File: src/rtl/shift_sched_if.sv
// Bus bundle between the requesters, the shift_sched scheduler and the shared parshift serializer.
// master = scheduler side, slave = requesters plus the serializer.
interface shift_sched_if #(
    parameter int unsigned WIDTH = 32,
    parameter int unsigned NREQ  = 4
);
    localparam int unsigned CHW = $clog2(NREQ);

    logic                    en;
    logic [NREQ-1:0]         req;
    logic [NREQ*WIDTH-1:0]   req_data;
    logic [NREQ-1:0]         ack;
    logic                    sr_load;
    logic [WIDTH-1:0]        sr_din;
    logic                    sr_done;
    logic                    frame;
    logic [CHW-1:0]          chan;
    logic                    err;

    modport master (
        input  en, req, req_data, sr_done,
        output ack, sr_load, sr_din, frame, chan, err
    );

    modport slave (
        output en, req, req_data, sr_done,
        input  ack, sr_load, sr_din, frame, chan, err
    );
endinterface

File: src/rtl/shift_sched.sv
// Round-robin scheduler sharing one parshift serializer among NREQ requesters, MSB-first, GAP idle bits.
// Optional macro SHIFT_SCHED_DONE_CHECK_EN: checks parshift sr_done timing and raises a sticky err.
module shift_sched #(
    parameter int unsigned WIDTH = 32,
    parameter int unsigned NREQ  = 4,
    parameter int unsigned GAP   = 1
) (
    input  logic          clk,
    input  logic          rst,
    shift_sched_if.master bus
);
    localparam int unsigned CHW = $clog2(NREQ);
    localparam int unsigned BCW = (WIDTH > 2) ? $clog2(WIDTH - 1) : 1;
    localparam int unsigned GCW = (GAP > 1) ? $clog2(GAP) : 1;
    localparam logic [BCW-1:0] BIT_LAST = BCW'(WIDTH - 2);
    localparam logic [GCW-1:0] GAP_LAST = GCW'(GAP - 1);

    typedef enum logic [1:0] {S_IDLE, S_LOAD, S_SHIFT, S_GAP} state_e;

    state_e           state_q, state_d;
    logic [BCW-1:0]   bitcnt_q, bitcnt_d;
    logic [GCW-1:0]   gapcnt_q, gapcnt_d;
    logic [CHW-1:0]   last_q, last_d;
    logic [CHW-1:0]   chan_q, chan_d;
    logic [NREQ-1:0]  ack_q, ack_d;
    logic [WIDTH-1:0] sr_din_q, sr_din_d;
    logic             sr_load_q, sr_load_d;
    logic             frame_q, frame_d;

    logic [WIDTH-1:0] words_c [NREQ];
    logic             grant_c;
    logic [CHW-1:0]   win_c;
    logic             last_shift_c;
    logic             ap_c;

    for (genvar g = 0; g < NREQ; g++) begin : g_word
        assign words_c[g] = bus.req_data[g*WIDTH +: WIDTH];
    end

    // First set request at or after last+1, wrapping; lower offsets override higher ones.
    always_comb begin : arb
        logic [CHW-1:0] sel;
        grant_c = 1'b0;
        win_c   = last_q;
        sel     = last_q;
        for (int k = int'(NREQ); k >= 1; k--) begin
            sel = CHW'((int'(last_q) + k) % int'(NREQ));
            if (bus.req[sel]) begin
                grant_c = 1'b1;
                win_c   = sel;
            end
        end
    end

    assign last_shift_c = (state_q == S_SHIFT) && (bitcnt_q == BIT_LAST);
    assign ap_c = (state_q == S_IDLE)
               || ((state_q == S_GAP) && (gapcnt_q == GAP_LAST))
               || ((GAP == 0) && last_shift_c);

    always_comb begin : fsm_next
        state_d  = state_q;
        bitcnt_d = bitcnt_q;
        gapcnt_d = gapcnt_q;
        last_d   = last_q;
        chan_d   = chan_q;
        ack_d    = '0;
        sr_din_d = '0;

        case (state_q)
            S_LOAD: begin
                state_d  = S_SHIFT;
                bitcnt_d = '0;
            end
            S_SHIFT: begin
                if (!last_shift_c) begin
                    bitcnt_d = bitcnt_q + BCW'(1);
                end else if (GAP != 0) begin
                    state_d  = S_GAP;
                    gapcnt_d = '0;
                end
            end
            S_GAP: begin
                if (gapcnt_q != GAP_LAST) gapcnt_d = gapcnt_q + GCW'(1);
            end
            default: ;
        endcase

        // Arbitration point overrides the sequencing above.
        if (ap_c) begin
            if (bus.en && grant_c) begin
                state_d  = S_LOAD;
                last_d   = win_c;
                chan_d   = win_c;
                ack_d    = NREQ'(1) << win_c;
                sr_din_d = words_c[win_c];
            end else begin
                state_d  = S_IDLE;
            end
        end

        sr_load_d = (state_d != S_SHIFT);
        frame_d   = (state_d == S_SHIFT) || last_shift_c;
    end

    always_ff @(posedge clk or posedge rst) begin
        if (rst) begin
            state_q   <= S_IDLE;
            bitcnt_q  <= '0;
            gapcnt_q  <= '0;
            last_q    <= CHW'(NREQ - 1);
            chan_q    <= '0;
            ack_q     <= '0;
            sr_din_q  <= '0;
            sr_load_q <= 1'b1;
            frame_q   <= 1'b0;
        end else begin
            state_q   <= state_d;
            bitcnt_q  <= bitcnt_d;
            gapcnt_q  <= gapcnt_d;
            last_q    <= last_d;
            chan_q    <= chan_d;
            ack_q     <= ack_d;
            sr_din_q  <= sr_din_d;
            sr_load_q <= sr_load_d;
            frame_q   <= frame_d;
        end
    end

`ifdef SHIFT_SCHED_DONE_CHECK_EN
    logic done_hi_q;
    logic err_q, err_d;

    // done must be low while loading/shifting and high in the cycle after the last shift.
    always_comb begin : done_chk
        err_d = err_q;
        if (done_hi_q) begin
            if (!bus.sr_done) err_d = 1'b1;
        end else if (((state_q == S_LOAD) || (state_q == S_SHIFT)) && bus.sr_done) begin
            err_d = 1'b1;
        end
    end

    always_ff @(posedge clk or posedge rst) begin
        if (rst) begin
            done_hi_q <= 1'b0;
            err_q     <= 1'b0;
        end else begin
            done_hi_q <= last_shift_c;
            err_q     <= err_d;
        end
    end

    assign bus.err = err_q;
`else
    logic done_unused;
    assign done_unused = bus.sr_done;
    assign bus.err     = 1'b0;
`endif

    assign bus.ack     = ack_q;
    assign bus.sr_load = sr_load_q;
    assign bus.sr_din  = sr_din_q;
    assign bus.frame   = frame_q;
    assign bus.chan    = chan_q;
endmodule

File: src/flat_wrapper.sv
// flat-port wrapper written by rule: the top's interface ports become plain ports
module shift_sched_flat 
#(
    parameter int unsigned WIDTH = 32,
    parameter int unsigned NREQ  = 4,
    parameter int unsigned GAP   = 1
)
  (clk, rst, bus_en, bus_req, bus_req_data, bus_sr_done, bus_ack, bus_sr_load, bus_sr_din, bus_frame, bus_chan, bus_err);
  shift_sched_if #(.WIDTH(WIDTH), .NREQ(NREQ)) bus_i ();
  input  logic clk;
  input  logic rst;
  input wire logic [$bits(bus_i.en)-1:0] bus_en;
  input wire logic [$bits(bus_i.req)-1:0] bus_req;
  input wire logic [$bits(bus_i.req_data)-1:0] bus_req_data;
  input wire logic [$bits(bus_i.sr_done)-1:0] bus_sr_done;
  output wire logic [$bits(bus_i.ack)-1:0] bus_ack;
  output wire logic [$bits(bus_i.sr_load)-1:0] bus_sr_load;
  output wire logic [$bits(bus_i.sr_din)-1:0] bus_sr_din;
  output wire logic [$bits(bus_i.frame)-1:0] bus_frame;
  output wire logic [$bits(bus_i.chan)-1:0] bus_chan;
  output wire logic [$bits(bus_i.err)-1:0] bus_err;
  assign bus_i.en = bus_en;
  assign bus_i.req = bus_req;
  assign bus_i.req_data = bus_req_data;
  assign bus_i.sr_done = bus_sr_done;
  assign bus_ack = bus_i.ack;
  assign bus_sr_load = bus_i.sr_load;
  assign bus_sr_din = bus_i.sr_din;
  assign bus_frame = bus_i.frame;
  assign bus_chan = bus_i.chan;
  assign bus_err = bus_i.err;
  shift_sched #(.WIDTH(WIDTH), .NREQ(NREQ), .GAP(GAP)) u_core (.clk(clk), .rst(rst), .bus(bus_i));
endmodule
File: config.mk
export PLATFORM = sky130hd
export DESIGN_NAME = shift_sched_flat
export DESIGN_NICKNAME = d
export VERILOG_FILES = /design/src/rtl/shift_sched_if.sv /design/src/rtl/shift_sched.sv /design/src/flat_wrapper.sv
export SDC_FILE = /design/constraint.sdc
export NUM_CORES = 1
export LEC_CHECK = 0
export BUFFER_PORTS_ARGS = -buffer_cell sky130_fd_sc_hd__clkbuf_2
export CORE_MARGIN = 2
export CORE_UTILIZATION = 42
export DETAILED_ROUTE_END_ITERATION = 8
export GPL_TIMING_DRIVEN = 1
export HOLD_SLACK_MARGIN = 0.05
export MAX_ROUTING_LAYER = met4
export PLACE_DENSITY = 0.81
export SLEW_MARGIN = 0
export SYNTH_ARGS = -nofsm -noshare
export SYNTH_HDL_FRONTEND = slang
export SYNTH_SLANG_ARGS = --single-unit
File: constraint.sdc
create_clock -name clk -period 2.25 [get_ports clk]
set_input_delay 0.675 -clock clk [delete_from_list [all_inputs] [get_ports clk]]
set_output_delay 0.675 -clock clk [all_outputs]
set_load 0.01 [all_outputs]
# After elaboration in Yosys (flattened, before gate mapping)
# Cells that the tools add are included.
# word_totals
ff_bits	50
latchBits	0
ramBits	0
romBits	0
inputBits	136
output_inout_bits	41
elab_cells	74
n_memories	0
# classes
addsub	6
multipliers	0
div_mod_pow	0
magnitude_cmp	5
eq_ne	8
shift	1
mux	32
bitwise	2
reduce_logical	11
# op_table
cell	count
2-to-1 mux 32 bit	4
binary-select mux 32 bit (select 2 bit)	1
less-than comparator 2 x 3 -> 1 bit (second input constant)	4
2-to-1 mux 2 bit	6
2-to-1 mux 1 bit	11
one-hot mux 5 bit (2 select lines)	1
binary-select mux 1 bit (select 2 bit)	4
2-to-1 mux 4 bit	2
== test 2 bit (second input constant)	3
AND reduction 2 bit	3
adder 5 x 1 -> 5 bit (second input constant)	1
== test 5 bit (second input constant)	1
2-to-1 mux 5 bit	1
adder 2 x 1 -> 2 bit (second input constant)	2
adder 2 bit (second input constant)	2
inequality test 2 bit (second input constant)	2
one-hot mux 2 bit (2 select lines)	1
nonzero test 2 bit	2
left shift 1 x 2 -> 4 bit (first input constant)	1
greater-or-equal comparator 3 bit (second input constant)	1
logical AND 1 bit	3
NOT 2 -> 3 bit	1
== test 2 x 1 -> 1 bit (second input constant)	1
logical NOT 2 bit	1
other kinds (5)	6

# Longest topological paths before layout
# logic_depth
word_depth	13
ltp_mapped	8
mapped_depth_nobuf	6

# Worst setup path after synthesis
# Ideal clock, no wire load.
# synth_timing
kind	in2reg
startpoint	input port bus_req[0]
endpoint	register u_core.sr_din_q[12], in the netlist u_core.bus.sr_din[12]
setup_ps	138
t_arrival_ps	1844
t_required_ps	2112
setup_slack_ps	267
stages	6
path_buffers	2
cell_sequence	or2_1 -> o311a_1 -> buf_2 -> nand2_1 -> clkbuf_1 -> o22ai_1
# synth_between
elab_chain_len	12
word_cells_on_any_way	23
classes_between	21 x mux; 1 x bitwise; 1 x reduce/logical
# synth_rtl
element	line	source
start: declaration	flat_wrapper.sv:13	input wire logic [$bits(bus_i.req)-1:0] bus_req;
binary-select mux 1 bit (select 2 bit)	shift_sched.sv:48	if (bus.req[sel]) begin
2-to-1 mux 1 bit (not written as such)	shift_sched.sv:48	
2-to-1 mux 2 bit (4 in a row)	shift_sched.sv:48	
NOT 2 -> 3 bit (not written as such)	shift_sched.sv:95	sr_din_d = words_c[win_c];
binary-select mux 32 bit (select 2 bit)	shift_sched.sv:95	
2-to-1 mux 32 bit (not written as such) (2 in a row)	shift_sched.sv:95	
2-to-1 mux 32 bit *	shift_sched.sv:90	if (bus.en && grant_c) begin
2-to-1 mux 32 bit *	shift_sched.sv:89	if (ap_c) begin
named net u_core.sr_din_d[12]	shift_sched.sv:26	logic [WIDTH-1:0] sr_din_q, sr_din_d;
end signal: assignment	shift_sched.sv:123	sr_din_q <= sr_din_d;
end: declaration	shift_sched.sv:26	
# Mark *: on every way through the listed nets, which the timed path passes. The rest lies on a longest branch. The select of a mux whose other input is x is not followed.
# A chain may end at the register's enable or synchronous reset.

# Worst setup path in the final report
# layout_timing
startpoint	register u_core.last_q[1]
endpoint	register u_core.sr_din_q[9], in the netlist u_core.bus.sr_din[9]
# layout_between
elab_chain_len	13
word_cells_on_any_way	27
classes_between	4 x add/sub; 21 x mux; 1 x bitwise; 1 x reduce/logical
# layout_rtl
element	line	source
start: declaration	shift_sched.sv:23	logic [CHW-1:0] last_q, last_d;
start signal: assignment	shift_sched.sv:110	last_q <= CHW'(NREQ - 1);
start signal: assignment	shift_sched.sv:120	last_q <= last_d;
adder 2 x 1 -> 2 bit	shift_sched.sv:47	sel = CHW'((int'(last_q) + k) % int'(NREQ));
binary-select mux 1 bit (select 2 bit)	shift_sched.sv:48	
2-to-1 mux 1 bit (not written as such)	shift_sched.sv:48	
2-to-1 mux 2 bit (4 in a row)	shift_sched.sv:48	
NOT 2 -> 3 bit (not written as such)	shift_sched.sv:95	
binary-select mux 32 bit (select 2 bit)	shift_sched.sv:95	
2-to-1 mux 32 bit (not written as such) (2 in a row)	shift_sched.sv:95	
2-to-1 mux 32 bit *	shift_sched.sv:90	
2-to-1 mux 32 bit *	shift_sched.sv:89	
named net u_core.sr_din_d[9]	shift_sched.sv:26	
# Marks and branches as above.

==> results.toml <==
[run_status]
outcome = "finished clean"

[die]
core_um2 = 5921
fp.dieW_um = 82.05
boundaryPins = 177
rows = 28
start_util_pct = 43.22
dieArea_um2 = 6732
die_h_um = 82.05

[cts]
cts_buffers = 5
cts_root_buf = "clkbuf_8"
cts_tree = "built"
clk_latency_ns = 0.29
cts_hold_buffers = 0
clkSlewWorstSetupHoldPaths_ns = 0.09
post_cts_resized = 0
clockBufferDepth = 2
h-tree-depth = 2
post_cts_buffers = 0
cts_sinks = 48

[pwr]
p_leak_nw = 2.088
peakVddDrop_mv = 0.6100
power.density_nw_per_um2 = 1132

[synth]
syn_area_per_cell_um2 = 11.42
synth-xor-area-share_pct = 0.3423
synth-warning-count = 0
synth_compound_area_share_pct = 13.84
synth_top_area_share_pct = 44.01
synth-seq-area-share_pct = 47.09
synth_mux_area_share_pct = 25.43
synth_largest_area_cell = "dfrtp_1"
synthesis.nets = 364
synthTopCellsByArea = "dfrtp_1, mux2i_1, o22ai_1"
synth_top_family_by_area = "multiplexers"
ys_ff_latch = 48
netlist_area_um2 = 2559
syn-instance-count = 224
synth_adder_area_share_pct = 1.956
synth-simple-area-share_pct = 5.281
synth_cell_type_count = 35

[detailed_routing]
vias = 2322
via_per_inst = 4.930
routedWlPerCell_um = 13.82
wl_um = 6511
final_antenna_net_count = 0
drtIter0Drc = 47
first_pass_iters = 5
drcViolationCount = 0

[setup_path]
endpoint_kind = "flip-flop"
path_max_fanout = 35
crit_path_start_kind = "flip-flop"
cp.arrival_ns = 2.20
cp.required_ns = 2.42
critical_path_class = "reg2reg"

[timing]
finalSetupViolCount = 0
finalHoldViolCount = 0
rsz0062_at_grt = "no"
period_share_pct = 90.13
drv_slew = 0
post-route-min-period_ns = 2.028
fmax_mhz = 493.1
finalWorstSetupSlack_ns = 0.2221
skew_ns = 0.007506
setup-tns-final_ns = 0

[placement]
dpl_worst_slack_ns = 0.05816
port_buffers = 174
place_area_um2 = 3533
placedCellCount = 463
place_hpwl_um = 5225
gp_congestion = 0.7292

[global_routing]
grt_pass1_vias = 2090
grt_max_degree = 36
grt_pass1_wl_um = 9646
gr-usage-all-layers_pct = 19.35
gr-total-overflow = 0
antenna_found_initial = 0

[cells_and_area]
postLayoutCoreUtil_pct = 61.05
final_cells = 471
finalInstanceArea_um2 = 3615
drive_gt1_share_pct = 50.25
finalNetCount = 535
areaGrowthSynthToFinish_pct = 41.27
nFillCells = 496
diodes = 0

[hold_path]
min_path_type = "in2async"

[run]
cap_violations = 0
cell type report:
cell class	instances	area [um^2]	area share, %
Clock buffer	7	76.32	2.111
Clock inverter	1	5.005	0.1385
Inverter	9	33.78	0.9346
Multi-Input combinational cell	149	1220	33.75
Sequential cell	48	1205	33.33
Tap cell	75	93.84	2.596
Timing Repair Buffer	182	980.9	27.14
layer usage:
layer	global-route usage (%)	routed length (um)	share of wire, %
met4	5.000	76	1.2
met3	5.055	572	8.8
met2	34.55	3386	52
met5	-	0	0
met1	21.40	2475	38
power breakdown:
| group | switching (mW) | internal (mW) | total (mW) |
|---|---|---|---|
| Clock | 0.267 | 0.218 | 0.485 |
| Combinational | 1.16 | 1.04 | 2.20 |
| Sequential | 0.162 | 1.24 | 1.41 |
| Total | 1.59 | 2.50 | 4.09 |
logic make-up after synthesis:
group / Yosys count
fa+ha+maj: 4
flops: 48
compound gates: 51
simple gates: 27
other cells: 1
xor+xnor: 1
mux: 65
buf+inv: 27
worst max-delay path, cell delays in order (launching register included):
cell and delay (ns):
dfstp_2 0.61, nand2b_1 0.12, a21oi_1 0.10, a311oi_4 0.40, buf_12 0.29, mux2i_1 0.25
o22ai_1 0.11
sequential cells by signal, summed over array words and instances, names as in the netlist:
register / flops
u_core.bitcnt_q: 5
u_core.bus.ack: 4
u_core.bus.chan: 2
u_core.bus.frame: 1
u_core.bus.sr_din: 32
u_core.bus.sr_load: 1
u_core.last_q: 2
u_core.state_q: 1
worst paths after layout:
kind | start | cells past startpoint | slack (ns) | to
min in group clk | u_core.bus.chan[1]$_DFFE_PP0P_ | 1 | 0.50 | u_core.bus.chan[1]$_DFFE_PP0P_
max in group asynchronous | rst | 3 | 1.30 | u_core.bus.sr_load$_DFF_PP1_
min reg2reg | u_core.bus.chan[1]$_DFFE_PP0P_ | 1 | 0.50 | u_core.bus.chan[1]$_DFFE_PP0P_
max reg2reg | u_core.last_q[1]$_DFFE_PP1P_ | 6 | 0.22 | u_core.bus.sr_din[9]$_DFF_PP0_
max | u_core.last_q[1]$_DFFE_PP1P_ | 6 | 0.22 | u_core.bus.sr_din[9]$_DFF_PP0_
min | rst | 2 | 0.36 | u_core.bus.sr_din[17]$_DFF_PP0_
placed cells by master, fill, tap and decap left out, types with 2 or more instances in the layout:
master and n:
clkbuf_2 174, a21oi_1 5, clkbuf_8 5, nor3_1 2
inv_2 2, o21ai_0 2, o21a_1 3, nor2_1 9
nand4_1 2, clkbuf_1 2, o22ai_1 28, inv_1 7
nand2_1 4, mux2i_1 65, o22ai_2 4, nand2b_1 5
buf_4 4, buf_12 4, a211oi_1 2, ha_1 4
dfrtp_1 45, dfstp_2 3
through the flow:
step | hold slack [ns] | power (mW)
2_1_floorplan | 0.5003 | 2.928
3_5_place_dp | 0.4833 | 3.662
3_3_place_gp | 0.4738 | 3.584
5_1_grt | 0.3777 | 4.406
6_report | 0.3644 | 4.092
4_1_cts | 0.3748 | 4.152
cells in the mapped netlist, drive strengths merged:
cell type  instances
o21bai             1
clkbuf             2
conb               1
o21a               3
a21oi              5
dfstp              3
o211ai             1
o2bb2ai            1
o21ai              2
nor2               9
nand3              1
a31oi              1
inv                9
xnor2              1
nor3               2
nor2b              1
dfrtp             45
mux2i             65
o22ai             32
nand2              4
nand4              2
or2                2
a211oi             2
o311a              1
ha                 4
and4               1
o31ai              1
nand2b             5
buf               16
a311oi             1
(Power assumes the default switching activity.)
